## config.mk

```make
export PLATFORM = sky130hd
export DESIGN_NAME = inst_fetch_unit_flat
export DESIGN_NICKNAME = d
export VERILOG_FILES = /design/src/rtl/inst_fetch_unit_if.sv /design/src/rtl/inst_fetch_unit.sv /design/src/flat_wrapper.sv
export SDC_FILE = /design/constraint.sdc
export NUM_CORES = 1
export LEC_CHECK = 0
export ABC_CLOCK_PERIOD_IN_PS = 3300
export CORE_MARGIN = 5
export CORE_UTILIZATION = 29
export DETAILED_ROUTE_END_ITERATION = 10
export SLEW_MARGIN = 20
export SYNTH_ARGS = -nofsm -noshare
export SYNTH_HDL_FRONTEND = slang
export SYNTH_SLANG_ARGS = --single-unit
```

## constraint.sdc

```tcl
create_clock -name clk -period 3.3 [get_ports clk]
set_input_delay 0.66 -clock clk [delete_from_list [all_inputs] [get_ports clk]]
set_output_delay 0.66 -clock clk [all_outputs]
set_load 0.005 [all_outputs]
```

## src/rtl/inst_fetch_unit_if.sv

```systemverilog
// Instruction fetch bus bundle: the instruction memory request/response channel
// and the decode-side hand-off, plus the fetch unit's status outputs.
interface inst_fetch_unit_if #(
  parameter int WORD_SIZE   = 16,
  parameter int TARGET_SIZE = 12
);
  // Memory side
  logic                   mem_read;
  logic [WORD_SIZE-1:0]   mem_address;
  logic [WORD_SIZE-1:0]   mem_data;
  logic                   mem_ready;
  // Decode side
  logic [WORD_SIZE-1:0]   inst_out;
  logic                   inst_valid;
  logic                   inst_ready;
  logic                   jump_valid;
  logic [TARGET_SIZE-1:0] jump_target;
  // Status
  logic [WORD_SIZE-1:0]   pc_out;
  logic [WORD_SIZE-1:0]   fetch_count;

  // The fetch unit drives requests and the held instruction.
  modport master (
    output mem_read, mem_address, inst_out, inst_valid, pc_out, fetch_count,
    input  mem_data, mem_ready, inst_ready, jump_valid, jump_target
  );

  // Memory and decode stage as seen from the other end.
  modport slave (
    input  mem_read, mem_address, inst_out, inst_valid, pc_out, fetch_count,
    output mem_data, mem_ready, inst_ready, jump_valid, jump_target
  );
endinterface

```

## src/rtl/inst_fetch_unit.sv

```systemverilog
// Instruction fetch stage: owns the PC, fetches one word at a time over a
// ready/valid memory handshake, holds it for decode, and applies JMP redirects
// (target = upper bits of pc+1 concatenated with the jump field).
module inst_fetch_unit #(
  parameter int                   WORD_SIZE   = 16,
  parameter int                   TARGET_SIZE = 12,
  parameter logic [WORD_SIZE-1:0] RESET_PC    = '0
) (
  input  logic               clk,
  input  logic               reset_cpu,
  input  logic               cpu_enable,
  inst_fetch_unit_if.master  bus
);

  typedef enum logic [1:0] {
    IDLE = 2'd0,
    REQ  = 2'd1,
    HOLD = 2'd2
  } state_t;

  state_t               r_state;
  state_t               w_state_next;
  logic [WORD_SIZE-1:0] r_pc;
  logic [WORD_SIZE-1:0] r_inst;
  logic [WORD_SIZE-1:0] r_count;

  logic                 w_capture;
  logic                 w_handshake;
  logic [WORD_SIZE-1:0] w_pc_inc;
  logic [WORD_SIZE-1:0] w_pc_next;

  assign w_capture   = (r_state == REQ)  && bus.mem_ready;
  assign w_handshake = (r_state == HOLD) && bus.inst_ready;
  assign w_pc_inc    = r_pc + 1'b1;
  // Jump keeps the page of the *next* PC, so a JMP in the last word of a page
  // lands in the following page.
  assign w_pc_next   = bus.jump_valid
                       ? {w_pc_inc[WORD_SIZE-1:TARGET_SIZE], bus.jump_target}
                       : w_pc_inc;

  // State register; reset abandons any outstanding request or held word.
  always_ff @(posedge clk) begin
    // NOTE: sequential state uses non-blocking assignments so every register
    // samples pre-edge values regardless of block evaluation order.
    if (reset_cpu) r_state <= IDLE;
    else           r_state <= w_state_next;
  end

  // Next-state logic for the fetch sequence IDLE -> REQ -> HOLD.
  always_comb begin
    // NOTE: default assigned first so no path leaves the output unassigned,
    // which would otherwise infer a latch.
    w_state_next = r_state;
    unique case (r_state)
      IDLE:    if (cpu_enable)     w_state_next = REQ;
      REQ:     if (bus.mem_ready)  w_state_next = HOLD;
      HOLD:    if (bus.inst_ready) w_state_next = cpu_enable ? REQ : IDLE;
      default:                     w_state_next = IDLE;
    endcase
  end

  // Datapath: capture fetched word, advance PC and consumed count on hand-off.
  always_ff @(posedge clk) begin
    if (reset_cpu) begin
      r_pc    <= RESET_PC;
      r_inst  <= '0;
      r_count <= '0;
    end else begin
      if (w_capture) r_inst <= bus.mem_data;
      if (w_handshake) begin
        r_pc    <= w_pc_next;
        r_count <= r_count + 1'b1;
      end
    end
  end

  // All outputs come from registers or the state alone.
  assign bus.mem_read    = (r_state == REQ);
  assign bus.mem_address = r_pc;
  assign bus.inst_valid  = (r_state == HOLD);
  assign bus.inst_out    = r_inst;
  assign bus.pc_out      = r_pc;
  assign bus.fetch_count = r_count;

endmodule
```

## src/flat_wrapper.sv

```systemverilog
// flat-port wrapper written by rule: the top's interface ports become plain ports
module inst_fetch_unit_flat 
#(
  parameter int                   WORD_SIZE   = 16,
  parameter int                   TARGET_SIZE = 12,
  parameter logic [WORD_SIZE-1:0] RESET_PC    = '0
)
  (clk, reset_cpu, cpu_enable, bus_mem_read, bus_mem_address, bus_inst_out, bus_inst_valid, bus_pc_out, bus_fetch_count, bus_mem_data, bus_mem_ready, bus_inst_ready, bus_jump_valid, bus_jump_target);
  inst_fetch_unit_if #(.WORD_SIZE(WORD_SIZE), .TARGET_SIZE(TARGET_SIZE)) bus_i ();
  input  logic clk;
  input  logic reset_cpu;
  input  logic cpu_enable;
  output wire logic [$bits(bus_i.mem_read)-1:0] bus_mem_read;
  output wire logic [$bits(bus_i.mem_address)-1:0] bus_mem_address;
  output wire logic [$bits(bus_i.inst_out)-1:0] bus_inst_out;
  output wire logic [$bits(bus_i.inst_valid)-1:0] bus_inst_valid;
  output wire logic [$bits(bus_i.pc_out)-1:0] bus_pc_out;
  output wire logic [$bits(bus_i.fetch_count)-1:0] bus_fetch_count;
  input wire logic [$bits(bus_i.mem_data)-1:0] bus_mem_data;
  input wire logic [$bits(bus_i.mem_ready)-1:0] bus_mem_ready;
  input wire logic [$bits(bus_i.inst_ready)-1:0] bus_inst_ready;
  input wire logic [$bits(bus_i.jump_valid)-1:0] bus_jump_valid;
  input wire logic [$bits(bus_i.jump_target)-1:0] bus_jump_target;
  assign bus_mem_read = bus_i.mem_read;
  assign bus_mem_address = bus_i.mem_address;
  assign bus_inst_out = bus_i.inst_out;
  assign bus_inst_valid = bus_i.inst_valid;
  assign bus_pc_out = bus_i.pc_out;
  assign bus_fetch_count = bus_i.fetch_count;
  assign bus_i.mem_data = bus_mem_data;
  assign bus_i.mem_ready = bus_mem_ready;
  assign bus_i.inst_ready = bus_inst_ready;
  assign bus_i.jump_valid = bus_jump_valid;
  assign bus_i.jump_target = bus_jump_target;
  inst_fetch_unit #(.WORD_SIZE(WORD_SIZE), .TARGET_SIZE(TARGET_SIZE), .RESET_PC(RESET_PC)) u_core (.clk(clk), .reset_cpu(reset_cpu), .cpu_enable(cpu_enable), .bus(bus_i));
endmodule
```

## Word level (Yosys, flattened, before mapping)

Index checks and enable logic that the tools add are counted.

| word-level totals | value |
|---|---|
| register bits | 50 |
| output and inout bits | 66 |
| word-level logic and storage cells | 21 |

| operators by class | value |
|---|---|
| add/subtract/negate cells | 2 |
| equal/unequal tests | 5 |
| muxes and demuxes | 6 |
| reduce and logical (&&, ||, !) cells | 4 |

Operators with widths:

| operator | number |
|---|---|
| $add 16x1->16 const B | 2 |
| $mux 12 | 1 |
| $mux 2 | 3 |
| $pmux 2 s3 | 1 |
| $ne 2x1->1 const B | 2 |
| $reduce_and 3->1 | 1 |
| $eq 2x1->1 const B | 1 |
| $eq 2x2->1 const B | 1 |
| $logic_and 1x1->1 | 2 |
| $logic_not 2->1 | 1 |
| $ne 2x2->1 const B | 1 |
| $mux 1 | 1 |

## Depth between registers and ports, before layout

| logic depth | value |
|---|---|
| word-level depth | 3 |
| gate-level depth with buffers | 6 |

## Worst setup path before layout

OpenSTA, ideal clock, no wires.

| path | value |
|---|---|
| path type | input to register |
| start | in bus_inst_ready |
| end | reg u_core.r_pc[15] (netlist: u_core.bus.mem_address[15]) |
| setup time | 0.070 ns |
| data arrival time | 1.836 ns |
| data required time | 3.230 ns |
| setup slack | 1.394 ns |
| stages | 4 |
| buffers on the path | 0 |
| cells stage by stage | nand3b_4 or4_4 or4_1 a21oi_1 |

| on the way | value |
|---|---|
| longest elaborated chain between the ends | 1 |

Ends and longest elaborated chain:

| item | RTL line | text |
|---|---|---|
| from (decl) | flat_wrapper.sv:21 | `input wire logic [$bits(bus_i.inst_ready)-1:0] bus_inst_ready;` |
| $logic_and 1x1->1 | inst_fetch_unit.sv:33 | `assign w_handshake = (r_state == HOLD) && bus.inst_ready;` |
| to (signal assigned) | inst_fetch_unit.sv:71 | `r_pc <= w_pc_next;` |
| to (decl) | inst_fetch_unit.sv:23 | `logic [WORD_SIZE-1:0] r_pc;` |

Every way passes these cells.
A chain may end at the register's enable or synchronous reset.

## Worst setup path in the final report

Ends and elaborated chain as after synthesis.

==> results.py <==
metrics = {
    "detailed_routing": {
        "dr.pass1.iters": 4,
        "wl_per_cell_um": 14.0,
        "drc": 0,
        "postRouteAntennaNets": 0,
        "drt_wl_total_um": 6740,
        "vias": 2328,
        "viasPerCell": 4.83,
        "first_iter_violations": 81,
    },
    "logic_synthesis": {
        "ys_seq_area_share_pct": 41.0,
        "synth-seq-cells": 50,
        "async_reset_ff_share_pct": 0,
        "yosysUniqueCellTypes": 46,
        "synth_edf_count": 0,
        "synthFlopType": "dfxtp_1",
        "avgSynthCellArea_um2": 8.11,
        "synth_cells": 301,
        "syn-cell-area_um2": 2440,
        "synth_warnings": 0,
        "synthesis.nets": 337,
    },
    "floorplanning": {
        "start_util_pct": 29.7,
        "rows": 33,
        "fp.dieW_um": 102,
        "die_h_um": 102,
        "io_pins": 100,
        "core_region_area_um2": 8220,
        "dieArea_um2": 10400,
    },
    "sta": {
        "setup_tns_ns": 0,
        "maxSlewViolCount": 0,
        "grt_setup_unrepaired": "no",
        "worst_slew_pin_slew_ns": 0.691,
        "finalSetupViolCount": 0,
        "clock.fmax_mhz": 417,
        "hold_viol": 0,
        "whs_ns": 0.457,
        "max_slew_margin_pct": 54.0,
        "min_period_over_period_pct": 72.7,
        "period_minus_slack_ns": 2.40,
        "finClkSkew_ns": 0.0101,
    },
    "clocking": {
        "cts_buffer_depth": 2,
        "cts_resized": 0,
        "cts_root_buf": "clkbuf_8",
        "cts_tree": "built",
        "clk_pin_slew_ns": 0.10,
        "cts_made_buffers": 5,
        "clk_latency_ns": 0.31,
        "cts_sinks": 50,
        "htreeDepth": 2,
        "cts_setup_buffers": 0,
        "postCtsHoldBufs": 0,
    },
    "power": {
        "vdd_ir_drop_max_mv": 0.139,
        "p_leak_nw": 1.17,
        "p_per_area_nw_per_um2": 321,
    },
    "grt": {
        "overflow": 0,
        "antenna_found_initial": 0,
        "grt_max_degree": 40,
        "grtUsageTotal_pct": 12.9,
        "grt_pass1_wl_um": 10800,
        "grt_pass1_vias": 2203,
    },
    "finish": {
        "antenna_cells": 0,
        "fillCellCount": 857,
        "final_util_pct": 42.3,
        "syn_to_final_growth_pct": 42.4,
        "final_nets": 413,
        "drive_gt1_share_pct": 4.51,
    },
    "status": {
        "outcome": "complete, no violations",
    },
    "setup_path": {
        "cp-end-kind": "flip-flop",
        "regToRegSetupSlack_ns": 1.34,
        "startpoint_type": "input pin",
        "path_cells": "clkdlybuf4s50_1 > nand3b_4 > or4_4 > or4_1 > a21oi_1",
        "cp.required_ns": 3.54,
        "crit_type": "in2reg",
        "cp_slowest_cell": "clkdlybuf4s50_1",
        "crit_arrival_ns": 2.64,
        "worst-path-buf-inv": 1,
        "critPathMaxFanout": 13,
        "cp_top_family": "simple AND/OR/NAND/NOR gates",
        "cpPeakStageDelay_ns": 0.59,
    },
    "hold_path": {
        "hold_class": "reg2reg",
    },
    "flow_run": {
        "cap_violations": 0,
    },
    "placed_design": {
        "gp_congestion": 0.779,
        "dpl.hpwl_um": 4920,
        "io_buffers": 99,
    },
}
==> per-layer routing <==
metal	part of all wire [%]	track usage, %	vias to the layer above
li1	-	-	1196
met1	45	16.4	1069
met2	47	21.2	54
met3	6.6	3.51	9
met4	1.2	3.78	0
met5	0	0	-
==> cells by family (layout without fill, tap and decap cells) <==
logic type,Yosys count,after routing,share of synthesized area [%]
AO/OA/AOI/OAI,66,66,16.2
adder cells (fa/ha/maj),2,2,1.02
multiplexers,7,7,3.08
buffers and inverters,39,115,8.46
AND/OR/NAND/NOR,128,128,27.0
flip-flops,50,50,41.0
XOR/XNOR,9,9,3.23
==> registers in the layout (all words and copies together), names as in the netlist <==
signal and flops:
u_core.bus.mem_address 16, u_core.bus.inst_out 16, u_core.bus.fetch_count 16, u_core.r_state 2
==> metrics by stage <==
| step | std cells | cell area (µm²) | setup slack (ns) | power [mW] |
|---|---|---|---|---|
| after floorplan | 301 | 2440 | 1.39 | 0.702 |
| after global placement | 475 | 3400 | 0.582 | 0.784 |
| after detailed placement | 475 | 3400 | 0.566 | 0.785 |
| after CTS | 482 | 3480 | 0.893 | 1.14 |
| after global routing | 482 | 3480 | 0.826 | 1.18 |
| final | 482 | 3480 | 0.902 | 1.12 |
==> area by class of cell <==
type,count,area [µm²],area share [%]
sequential,50,1000,28.8
clock inverter,1,7.51,0.216
timing repair buffer,102,1010,29.0
tap,105,131,3.78
clock buffer,6,72.6,2.09
multi-input combinational,212,1230,35.5
inverter,6,22.5,0.648
==> report_power, final <==
| part | leakage [nW] | internal [mW] | switching, mW |
|---|---|---|---|
| registers | 0.404 | 0.617 | 0.0130 |
| logic | 0.725 | 0.0836 | 0.0560 |
| clock network | 0.0373 | 0.146 | 0.203 |
==> worst reg2reg max path, cell delays in order, from the launching register on <==
cell and delay, ns:
dfxtp_1 0.52, ha_1 0.25, and4_1 0.33, nand3_1 0.25, or3_1 0.41, a21oi_1 0.14
==> path summary, 6_finish.rpt <==
kind,start,end,cells after the start
hold / removal,u_core.bus.inst_out[2],u_core.bus.inst_out[2],2
setup reg to reg,u_core.bus.mem_address[0],u_core.bus.mem_address[14],5
hold reg to reg,u_core.bus.inst_out[2],u_core.bus.inst_out[2],2
setup / recovery,bus_inst_ready,u_core.bus.mem_address[15],5
==> layout by cell type, fill, tap and decap left out, drive strengths merged, types with 6 or more instances in the layout <==
cell            n
a21oi          34
clkbuf          6
clkdlybuf4s50  98
dfxtp          50
inv             6
nand2          46
nand3          11
nand4           7
nor2           21
o21ai           9
or3             8
==> cells in the mapped netlist, drive strengths merged, types with 6 or more instances <==
| master | n | area share (%) |
|---|---|---|
| a21oi | 34 | 7.0 |
| or3 | 8 | 2.1 |
| o21ai | 9 | 1.8 |
| dfxtp | 50 | 41 |
| clkbuf | 16 | 2.5 |
| nor2 | 21 | 3.2 |
| nand4 | 7 | 1.8 |
| nand2 | 46 | 7.1 |
| buf | 17 | 5.1 |
| nand3 | 11 | 2.3 |
| inv | 6 | 0.92 |
No activity file was read; power rests on OpenSTA's default activity.
